### src/rtl/spi_flash_responder_pkg.sv
// Shared opcodes, FSM encoding and status-register layout for the SPI flash responder.
// Command decode is a pure function so the FSM next-state logic stays readable.
package spi_flash_responder_pkg;

   localparam logic [7:0] CMD_WREN  = 8'h06;
   localparam logic [7:0] CMD_WRDI  = 8'h04;
   localparam logic [7:0] CMD_RDSR  = 8'h05;
   localparam logic [7:0] CMD_READ  = 8'h03;
   localparam logic [7:0] CMD_QREAD = 8'h6B;
   localparam logic [7:0] CMD_PROG  = 8'h02;

   localparam int SR_WIP = 0;
   localparam int SR_WEL = 1;

   typedef enum logic [2:0] {
      ST_IDLE, ST_CMD, ST_ADDR, ST_DUMMY, ST_RD_DATA, ST_PROG, ST_STATUS, ST_IGNORE
   } state_t;

   // A busy part only answers status polls; everything else is swallowed.
   function automatic state_t decode_cmd(input logic [7:0] op, input logic wel, input logic wip);
      state_t ns;
      ns = ST_IGNORE;
      if (!wip || op == CMD_RDSR) begin
         case (op)
            CMD_RDSR:            ns = ST_STATUS;
            CMD_READ, CMD_QREAD: ns = ST_ADDR;
            CMD_PROG:            ns = wel ? ST_ADDR : ST_IGNORE;
            default:             ns = ST_IGNORE;
         endcase
      end
      return ns;
   endfunction

endpackage

### src/rtl/spi_flash_mem.sv
// Byte array with one synchronous read port (1 clk) and one shared write port.
// The SPI program path wins over the backdoor if both strobe in the same clk.
module spi_flash_mem #(
   parameter int ADDR_W = 8
) (
   input  logic              clk,
   input  logic              fsm_we,
   input  logic [ADDR_W-1:0] fsm_addr,
   input  logic [7:0]        fsm_wdata,
   input  logic              bd_we,
   input  logic [ADDR_W-1:0] bd_addr,
   input  logic [7:0]        bd_wdata,
   input  logic [ADDR_W-1:0] raddr,
   output logic [7:0]        rdata
);

   localparam int DEPTH = 2**ADDR_W;

   logic [7:0] mem [DEPTH];

   // No reset: contents must survive rst_n.
   always_ff @(posedge clk) begin
      if (fsm_we)
         mem[fsm_addr] <= fsm_wdata;
      else if (bd_we)
         mem[bd_addr] <= bd_wdata;
      rdata <= mem[raddr];
   end

endmodule

### src/rtl/spi_flash_responder.sv
// SPI/QSPI flash target: oversamples sclk/cs_n, samples on sclk rise, drives on sclk fall.
// Serves READ/QUAD READ/PROGRAM/RDSR/WREN/WRDI from an internal array plus a backdoor load port.
module spi_flash_responder
   import spi_flash_responder_pkg::*;
#(
   parameter int ADDR_W      = 8,
   parameter int PROG_CYCLES = 64,
   parameter int DUMMY_CLKS  = 8
) (
   input  logic              clk,
   input  logic              rst_n,
   input  logic              sclk,
   input  logic              cs_n,
   input  logic [3:0]        io_in,
   output logic [3:0]        io_out,
   output logic [3:0]        io_oe,
   input  logic              bd_we,
   input  logic [ADDR_W-1:0] bd_addr,
   input  logic [7:0]        bd_wdata,
   output logic              wel,
   output logic              wip
);

   localparam int         PCW        = $clog2(PROG_CYCLES + 1);
   localparam logic [4:0] DUMMY_LAST = 5'(DUMMY_CLKS - 1);

   logic [1:0]        sclk_sync, cs_sync, din_sync;
   logic              sclk_d, cs_d;
   logic              rise, fall, cs_rise, cs_fall, din;
   state_t            state, state_nxt;
   logic [4:0]        bit_cnt;
   logic [7:0]        shreg, opcode, byte_in, rdata, status_byte;
   logic [ADDR_W-1:0] addr;
   logic [PCW-1:0]    prog_cnt;
   logic              prog_done, byte_done, quad, fsm_we, bd_ok;
   logic              unused_io;

   assign unused_io = &{1'b0, io_in[3:1]};

   // io_in[0] rides the same 2-flop delay as sclk so it is sampled as of the rise.
   always_ff @(posedge clk or negedge rst_n) begin
      if (!rst_n) begin
         sclk_sync <= 2'b00;
         cs_sync   <= 2'b11;
         din_sync  <= 2'b00;
         sclk_d    <= 1'b0;
         cs_d      <= 1'b1;
      end else begin
         sclk_sync <= {sclk_sync[0], sclk};
         cs_sync   <= {cs_sync[0], cs_n};
         din_sync  <= {din_sync[0], io_in[0]};
         sclk_d    <= sclk_sync[1];
         cs_d      <= cs_sync[1];
      end
   end

   assign rise      = sclk_sync[1] & ~sclk_d;
   assign fall      = ~sclk_sync[1] & sclk_d;
   assign cs_rise   = cs_sync[1] & ~cs_d;
   assign cs_fall   = ~cs_sync[1] & cs_d;
   assign din       = din_sync[1];
   assign byte_in   = {shreg[6:0], din};
   assign byte_done = (bit_cnt == 5'd7);
   assign quad      = (opcode == CMD_QREAD);
   assign bd_ok     = bd_we & cs_sync[1] & ~wip;

   always_comb begin
      status_byte         = '0;
      status_byte[SR_WEL] = wel;
      status_byte[SR_WIP] = wip;
   end

   always_ff @(posedge clk or negedge rst_n) begin
      if (!rst_n) state <= ST_IDLE;
      else        state <= state_nxt;
   end

   always_comb begin
      state_nxt = state;
      if (cs_rise) begin
         state_nxt = ST_IDLE;
      end else begin
         case (state)
            ST_IDLE:  if (cs_fall) state_nxt = ST_CMD;
            ST_CMD:   if (rise && byte_done) state_nxt = decode_cmd(byte_in, wel, wip);
            ST_ADDR:  if (rise && bit_cnt == 5'd23)
                         state_nxt = quad ? ST_DUMMY : (opcode == CMD_PROG) ? ST_PROG : ST_RD_DATA;
            ST_DUMMY: if (rise && bit_cnt == DUMMY_LAST) state_nxt = ST_RD_DATA;
            default:  ;
         endcase
      end
   end

   always_comb begin
      io_oe  = 4'b0000;
      fsm_we = 1'b0;
      case (state)
         ST_RD_DATA: io_oe  = quad ? 4'b1111 : 4'b0010;
         ST_STATUS:  io_oe  = 4'b0010;
         ST_PROG:    fsm_we = rise && !cs_rise && byte_done;
         default:    ;
      endcase
   end

   always_ff @(posedge clk or negedge rst_n) begin
      if (!rst_n) begin
         bit_cnt   <= '0;
         shreg     <= '0;
         opcode    <= '0;
         addr      <= '0;
         io_out    <= '0;
         wel       <= 1'b0;
         wip       <= 1'b0;
         prog_cnt  <= '0;
         prog_done <= 1'b0;
      end else begin
         if (wip) begin
            if (prog_cnt == '0) wip <= 1'b0;
            else                prog_cnt <= prog_cnt - PCW'(1);
         end
         if (cs_rise) begin
            bit_cnt   <= '0;
            io_out    <= '0;
            prog_done <= 1'b0;
            if (state == ST_PROG && prog_done) begin
               wel      <= 1'b0;
               wip      <= 1'b1;
               prog_cnt <= PCW'(PROG_CYCLES - 1);
            end
         end else if (rise) begin
            case (state)
               ST_CMD: begin
                  shreg <= byte_in;
                  if (byte_done) begin
                     bit_cnt <= '0;
                     opcode  <= byte_in;
                     if (!wip && byte_in == CMD_WREN) wel <= 1'b1;
                     if (!wip && byte_in == CMD_WRDI) wel <= 1'b0;
                  end else begin
                     bit_cnt <= bit_cnt + 5'd1;
                  end
               end
               ST_ADDR: begin
                  addr    <= {addr[ADDR_W-2:0], din};
                  bit_cnt <= (bit_cnt == 5'd23) ? '0 : bit_cnt + 5'd1;
               end
               ST_DUMMY: bit_cnt <= (bit_cnt == DUMMY_LAST) ? '0 : bit_cnt + 5'd1;
               ST_PROG: begin
                  shreg <= byte_in;
                  if (byte_done) begin
                     bit_cnt   <= '0;
                     addr      <= addr + ADDR_W'(1);
                     prog_done <= 1'b1;
                  end else begin
                     bit_cnt <= bit_cnt + 5'd1;
                  end
               end
               default: ;
            endcase
         end else if (fall) begin
            // rdata settles one clk after addr moves, well before the next fall.
            case (state)
               ST_RD_DATA: begin
                  if (quad) begin
                     io_out  <= bit_cnt[0] ? rdata[3:0] : rdata[7:4];
                     bit_cnt <= bit_cnt[0] ? 5'd0 : 5'd1;
                     if (bit_cnt[0]) addr <= addr + ADDR_W'(1);
                  end else begin
                     io_out  <= {2'b00, rdata[3'd7 - bit_cnt[2:0]], 1'b0};
                     bit_cnt <= byte_done ? '0 : bit_cnt + 5'd1;
                     if (byte_done) addr <= addr + ADDR_W'(1);
                  end
               end
               ST_STATUS: begin
                  io_out  <= {2'b00, status_byte[3'd7 - bit_cnt[2:0]], 1'b0};
                  bit_cnt <= byte_done ? '0 : bit_cnt + 5'd1;
               end
               default: ;
            endcase
         end
      end
   end

   spi_flash_mem #(.ADDR_W(ADDR_W)) mem (
      .clk      (clk),
      .fsm_we   (fsm_we),
      .fsm_addr (addr),
      .fsm_wdata(byte_in),
      .bd_we    (bd_ok),
      .bd_addr  (bd_addr),
      .bd_wdata (bd_wdata),
      .raddr    (addr),
      .rdata    (rdata)
   );

endmodule

### config.mk
export PLATFORM = sky130hd
export DESIGN_NAME = spi_flash_responder
export DESIGN_NICKNAME = d
export VERILOG_FILES = /design/src/rtl/spi_flash_responder_pkg.sv /design/src/rtl/spi_flash_mem.sv /design/src/rtl/spi_flash_responder.sv
export SDC_FILE = /design/constraint.sdc
export NUM_CORES = 2
export LEC_CHECK = 0
export BUFFER_PORTS_ARGS = -buffer_cell sky130_fd_sc_hd__buf_2
export CAP_MARGIN = 20
export CORE_AREA = 2 2 416 377
export CTS_CLUSTER_SIZE = 30
export DETAILED_ROUTE_END_ITERATION = 16
export DIE_AREA = 0 0 418 379
export PLACE_DENSITY_LB_ADDON = 0.08
export SKIP_CTS_REPAIR_TIMING = 1
export SYNTH_ARGS = -nofsm -noshare
export SYNTH_HDL_FRONTEND = slang
export SYNTH_SLANG_ARGS = --single-unit
### constraint.sdc
create_clock -name clk -period 42.1 [get_ports clk]
set_input_delay 2.105 -clock clk [delete_from_list [all_inputs] [get_ports clk]]
set_output_delay 2.105 -clock clk [all_outputs]
set_load 0.02 [all_outputs]
Word level (Yosys, flattened, before mapping)

Memory sizes are Yosys's and may differ from the RTL's. A register that Yosys moved wholly into a read port is not among the register bits.
Cells that the tools add are included.

Flip-flop bits (word level): 53
Bits in writable memories: 2048
Output and inout port bits: 10
Bits of input ports: 25
Memories: 1
Word-level logic and storage cells: 161

$lt $le $gt $ge: 1
Add/sub/neg operators: 4
Reduce and logical (&&, ||, !) cells: 36
Equal/unequal tests: 25
Multiplexer cells: 67
Bitwise operators: 12

Memories:

| name    | words | bits a word | read ports | clocked after Yosys merged registers in | write ports | RTL line            | RTL |
|---|---|---|---|---|---|---|---|
| mem.mem | 256   | 8           | 1          | 1                                       | 1           | spi_flash_mem.sv:19 | `logic [7:0] mem [DEPTH];` |

Operator list:

| cell                  | count |
|---|---|
| $mux W8               | 8 |
| $mux W5               | 6 |
| $mux W7               | 4 |
| $mux W1               | 26 |
| $eq A8 B2 Y1 const B  | 3 |
| $eq A8 B3 Y1 const B  | 3 |
| $mux W3               | 8 |
| $mux W4               | 6 |
| $pmux W5 S2           | 2 |
| $eq A8 B7 Y1 const B  | 2 |
| $pmux W4 S2           | 2 |
| $pmux W8 S2           | 1 |
| $ne A3 B3 Y1 const B  | 5 |
| $reduce_and A5 Y1     | 3 |
| $reduce_bool A2 Y1    | 7 |
| $pmux W3 S4           | 1 |
| $reduce_and A3 Y1     | 4 |
| $eq A3 B3 Y1 const B  | 3 |
| $pmux W3 S3           | 1 |
| $reduce_bool A3 Y1    | 3 |
| $add A8 B1 Y8 const B | 1 |
| $reduce_or A8 Y1      | 1 |
| $logic_and A1 B1 Y1   | 7 |
| $logic_not A7 Y1      | 1 |
| other kinds (22)      | 37 |

Longest topological paths before layout

Depth in word-level cells: 10
Gate-level depth with buffers: 13
Depth with buffers taken out: 9

Cells and area by module

A second synthesis with hierarchy kept.

Cells, all modules: 4153
Area, all modules: 83607.7 µm²

By module, submodules not included:

| module              | area an instance (µm²) | instances | cells an instance |
|---|---|---|---|
| spi_flash_mem       | 80541.0                | 1         | 3833 |
| spi_flash_responder | 3066.7                 | 1         | 320 |

Worst setup path before layout

Ideal clock, no wire load.

Path kind: input port to flip-flop
From: input port bd_we
To: memory mem.mem[0][2], data pin
Buffers on the path: 3
Arrival time: 12832 ps
Path slack: 27077 ps
Library setup time: 2191 ps
Cell stages on the path: 7
Path through: nand2_1 -> nor2_1 -> o31a_1 -> buf_2 -> buf_2 -> buf_1 -> o21ai_0

Word-level cells in the longest chain between the ends: 7

RTL lines:

| what                              | RTL line                  | RTL |
|---|---|---|
| from (decl)                       | spi_flash_responder.sv:17 | `input logic bd_we,` |
| $and A1 B1 Y1 (2 in series)       | spi_flash_responder.sv:65 | `assign bd_ok = bd_we & cs_sync[1] & ~wip;` |
| $mux W1                           | spi_flash_mem.sv:25       | `else if (bd_we)` |
| $mux W1                           | spi_flash_mem.sv:23       | `if (fsm_we)` |
| $mux W1 (not written as such)     | spi_flash_mem.sv:26       | `mem[bd_addr] <= bd_wdata;` |
| $reduce_or A8 Y1 (no source line) | n/a                       |  |
| $mux W8 (no source line)          | n/a                       |  |
| to (decl)                         | spi_flash_mem.sv:19       |  |

Every way passes these cells.

==> metrics.txt <==
status completed; die height 379 um; capturing point of the worst reg2reg path mem.rdata[7]$_DFF_P_; power per cell area 56.4 mW/mm^2; WHS Path Cells 0; ys flop type edfxtp_1; Final Hold Vio Count 0; total wire length 221,000 um; initial antenna violation count 16; drt pass-1 iters 6; Initial Utilization 53.7%; total global-route track usage 28.0%; WL/cell 34.5 um; Post-synth EDFFs 2,048; Seq pwr share 48.6%; combinational power share 16.8%; Synth Instances 4,102; critical path's most frequent cell buf_12; largest net degree at the start of global routing 114; CP startpoint kind flop; GP Congestion 0.860; Worst setup EP type flop; GR Util met1 41.2%; Synth Net Count 4,134; largest fanout on the critical path 84; Post-DP HPWL 132,000 um; CTS root buf clkbuf_16; top post-synthesis cells by area edfxtp_1 74%, mux4_2 12%, mux2i_1 2.2%; Arrival @ worst endpoint 6.37 ns; Setup violations, final 0; hold endpoint cs_sync[1]$_DFF_PN1_; max-cap check violation count 0; via count 42,236; area leader, netlist edfxtp_1; grt ovf 0; worst slew pin tran 1.29 ns; Multi-input gate area 0.0185 mm^2; Hold Startpoint cs_sync[0]$_DFF_PN1_; switching part of the total power 26.4%; Final Critical Period 5.71 ns; Netlist Area Pre-Place 0.0828 mm^2; most common cell in the netlist edfxtp_1; Fmax achieved 0.175 GHz; r2r startpoint addr[0]$_DFFE_PN0P_; vias in the first global route 40,948; CTS tree built; worst reg2reg path depth 8; number of remaining DRC errors 0; clock tree sinks 2,109; io pins 35; Seq. cell area 0.0630 mm^2; starting DRC count in detailed routing 5,518; Hold Crit Class flop to flop; post-synthesis cell type count 81; delay-heaviest family, CP buffers and inverters; P_sw 1.37 mW; CP Class flop to flop; Inserted Clock Buffers 206; Routed Antenna Nets 0; Synth Area per Inst 20.2 um^2; max-slew violation count 0; share of layout cells above drive strength 1 21.8%; reg2reg setup slack 36.39 ns; total power 5.17 mW; Vias per Instance 6.61; first-pass GRT wire length 310,000 um; Clk pwr share 34.6%; async set-or-reset flop fraction in the synthesized netlist 2.51%; chip width 418 um; hold slack 0.357 ns; die area 0.158 mm^2; Pint 3.81 mW; grt peak-use layer met2; Worst Skew 0.0267 ns; Synth top cells by count 2,048 x edfxtp_1, 458 x mux4_2, 289 x nor2_1, 178 x mux2i_1, 130 x nand2_1; final worst path period share 13.6%; slowest cell delay on critical path 0.83 ns; Syn-to-layout area delta 10.8%; synthesized flop and latch total 2,109; Clock Latency Late Sink 0.85 ns; RSZ-0062 raised after global routing false; post-synthesis sequential area ratio 76.1%; Max VDD drop 0.0000463 V; htree depth 4; Pleak 28.4 nW; required time worst endpoint 42.75 ns; IO buf count 31; CORE AREA 0.154 mm^2; Slew headroom 13.2%; Cell Rows 137; Clock transition at path regs 0.06 ns; met3 Use GR 7.29%; TNS Setup 0 ns; Synth top area share 74.3%; DP Worst Slack 35.67 ns; Fillers 11,037; layout net count 4,231; crit path buf inv count 3; slack of the critical path 36.39 ns; slowest CP cell dfrtp_4; clk buf depth 3; M2 GR Usage 42.1%; total number of yosys warnings 0; critical path cell sequence buf_12, buf_12, buf_4, mux4_2, a221oi_1, o21ai_1, a211oi_1, o32ai_1
[per-stage QoR]
| step | cells | utilization, % | area [um^2] |
|---|---|---|---|
| floorplan | 4102 | - | 82800 |
| global placement | 5999 | 55.2 | 85100 |
| detailed placement | 6004 | 55.3 | 85200 |
| CTS | 6388 | 59.5 | 91700 |
| global route | 6391 | 59.5 | 91700 |
| finish | 6392 | 59.5 | 91700 |
[power groups by stage]
| stage | clock [mW] | combinational [mW] | sequential, mW |
|---|---|---|---|
| finish | 1.79 | 0.869 | 2.52 |
| global route | 1.89 | 0.922 | 2.52 |
| CTS | 1.81 | 0.879 | 2.52 |
| detailed placement | 0 | 0.878 | 2.56 |
| global placement | 0 | 0.863 | 2.56 |
| floorplan | 0 | 0.605 | 2.57 |
[cell usage in the layout, fill, tap and decap left out, drive strengths merged, types with 50 or more instances in the layout]
cell	instances
dfrtp	50
edfxtp	2048
mux4	458
mux2i	178
clkinv	98
a21oi	94
a221oi	50
clkbuf	261
o21ai	77
a22oi	92
nor2	289
nand2	131
buf	137
[final cells by class]
type,instances,area share (%)
Timing Repair Buffer,137,1.18
Sequential cell,2109,68.7
Multi-Input combinational cell,1726,20.2
Clock buffer,261,5.98
Tap cell,2015,2.75
Inverter,19,0.0805
Antenna cell,2,0.00546
Clock inverter,123,1.11
[flip-flops by register name, summed over array words and instances, names as in the netlist]
signal,count
mem.mem,2048
addr,8
mem.rdata,8
opcode,8
prog_cnt,7
shreg,7
bit_cnt,5
io_out,4
state,3
cs_sync,2
din_sync,2
sclk_sync,2
cs_d,1
prog_done,1
sclk_d,1
wel,1
wip,1
[how the worst max path moves through the flow]
stage | startpoint | end | slack [ns] | cells past startpoint
2_1_floorplan | bd_we | mem.mem[0][2]$_DFFE_PP_ | 27.08 | 7
3_3_place_gp | bd_we | mem.mem[187][4]$_DFFE_PP_ | 35.86 | 9
3_5_place_dp | bd_we | mem.mem[104][2]$_DFFE_PP_ | 35.67 | 10
4_1_cts | addr[0]$_DFFE_PN0P_ | mem.rdata[7]$_DFF_P_ | 36.35 | 8
5_1_grt | addr[0]$_DFFE_PN0P_ | mem.rdata[7]$_DFF_P_ | 36.19 | 8
6_report | addr[0]$_DFFE_PN0P_ | mem.rdata[7]$_DFF_P_ | 36.39 | 8
[worst reg2reg max path, delay by kind of cell, from the launching register on]
family	cells	cell delay (ns)
flip-flops	1	0.83
buffers and inverters	3	2.18
multiplexers	1	0.67
AO/OA/AOI/OAI	4	1.86
[metal layers]
layer	part of all wire (%)	vias up
met5	0.022	-
met4	2.8	8
met3	10	367
met2	46	2024
met1	41	22599
li1	-	17238
[kinds of logic (layout without fill, tap and decap cells)]
family          Yosys count  in the layout  synth area share (%)
compound gates          473            473                  3.96
xor+xnor                  6              6                0.0635
fa+ha+maj                 7              7                 0.106
buf+inv                 267            540                  1.82
flops                  2109           2109                  76.1
mux                     662            662                  15.0
other cells               0              2                     0
simple gates            578            578                  3.03
Power figures use the tool's default switching activity.
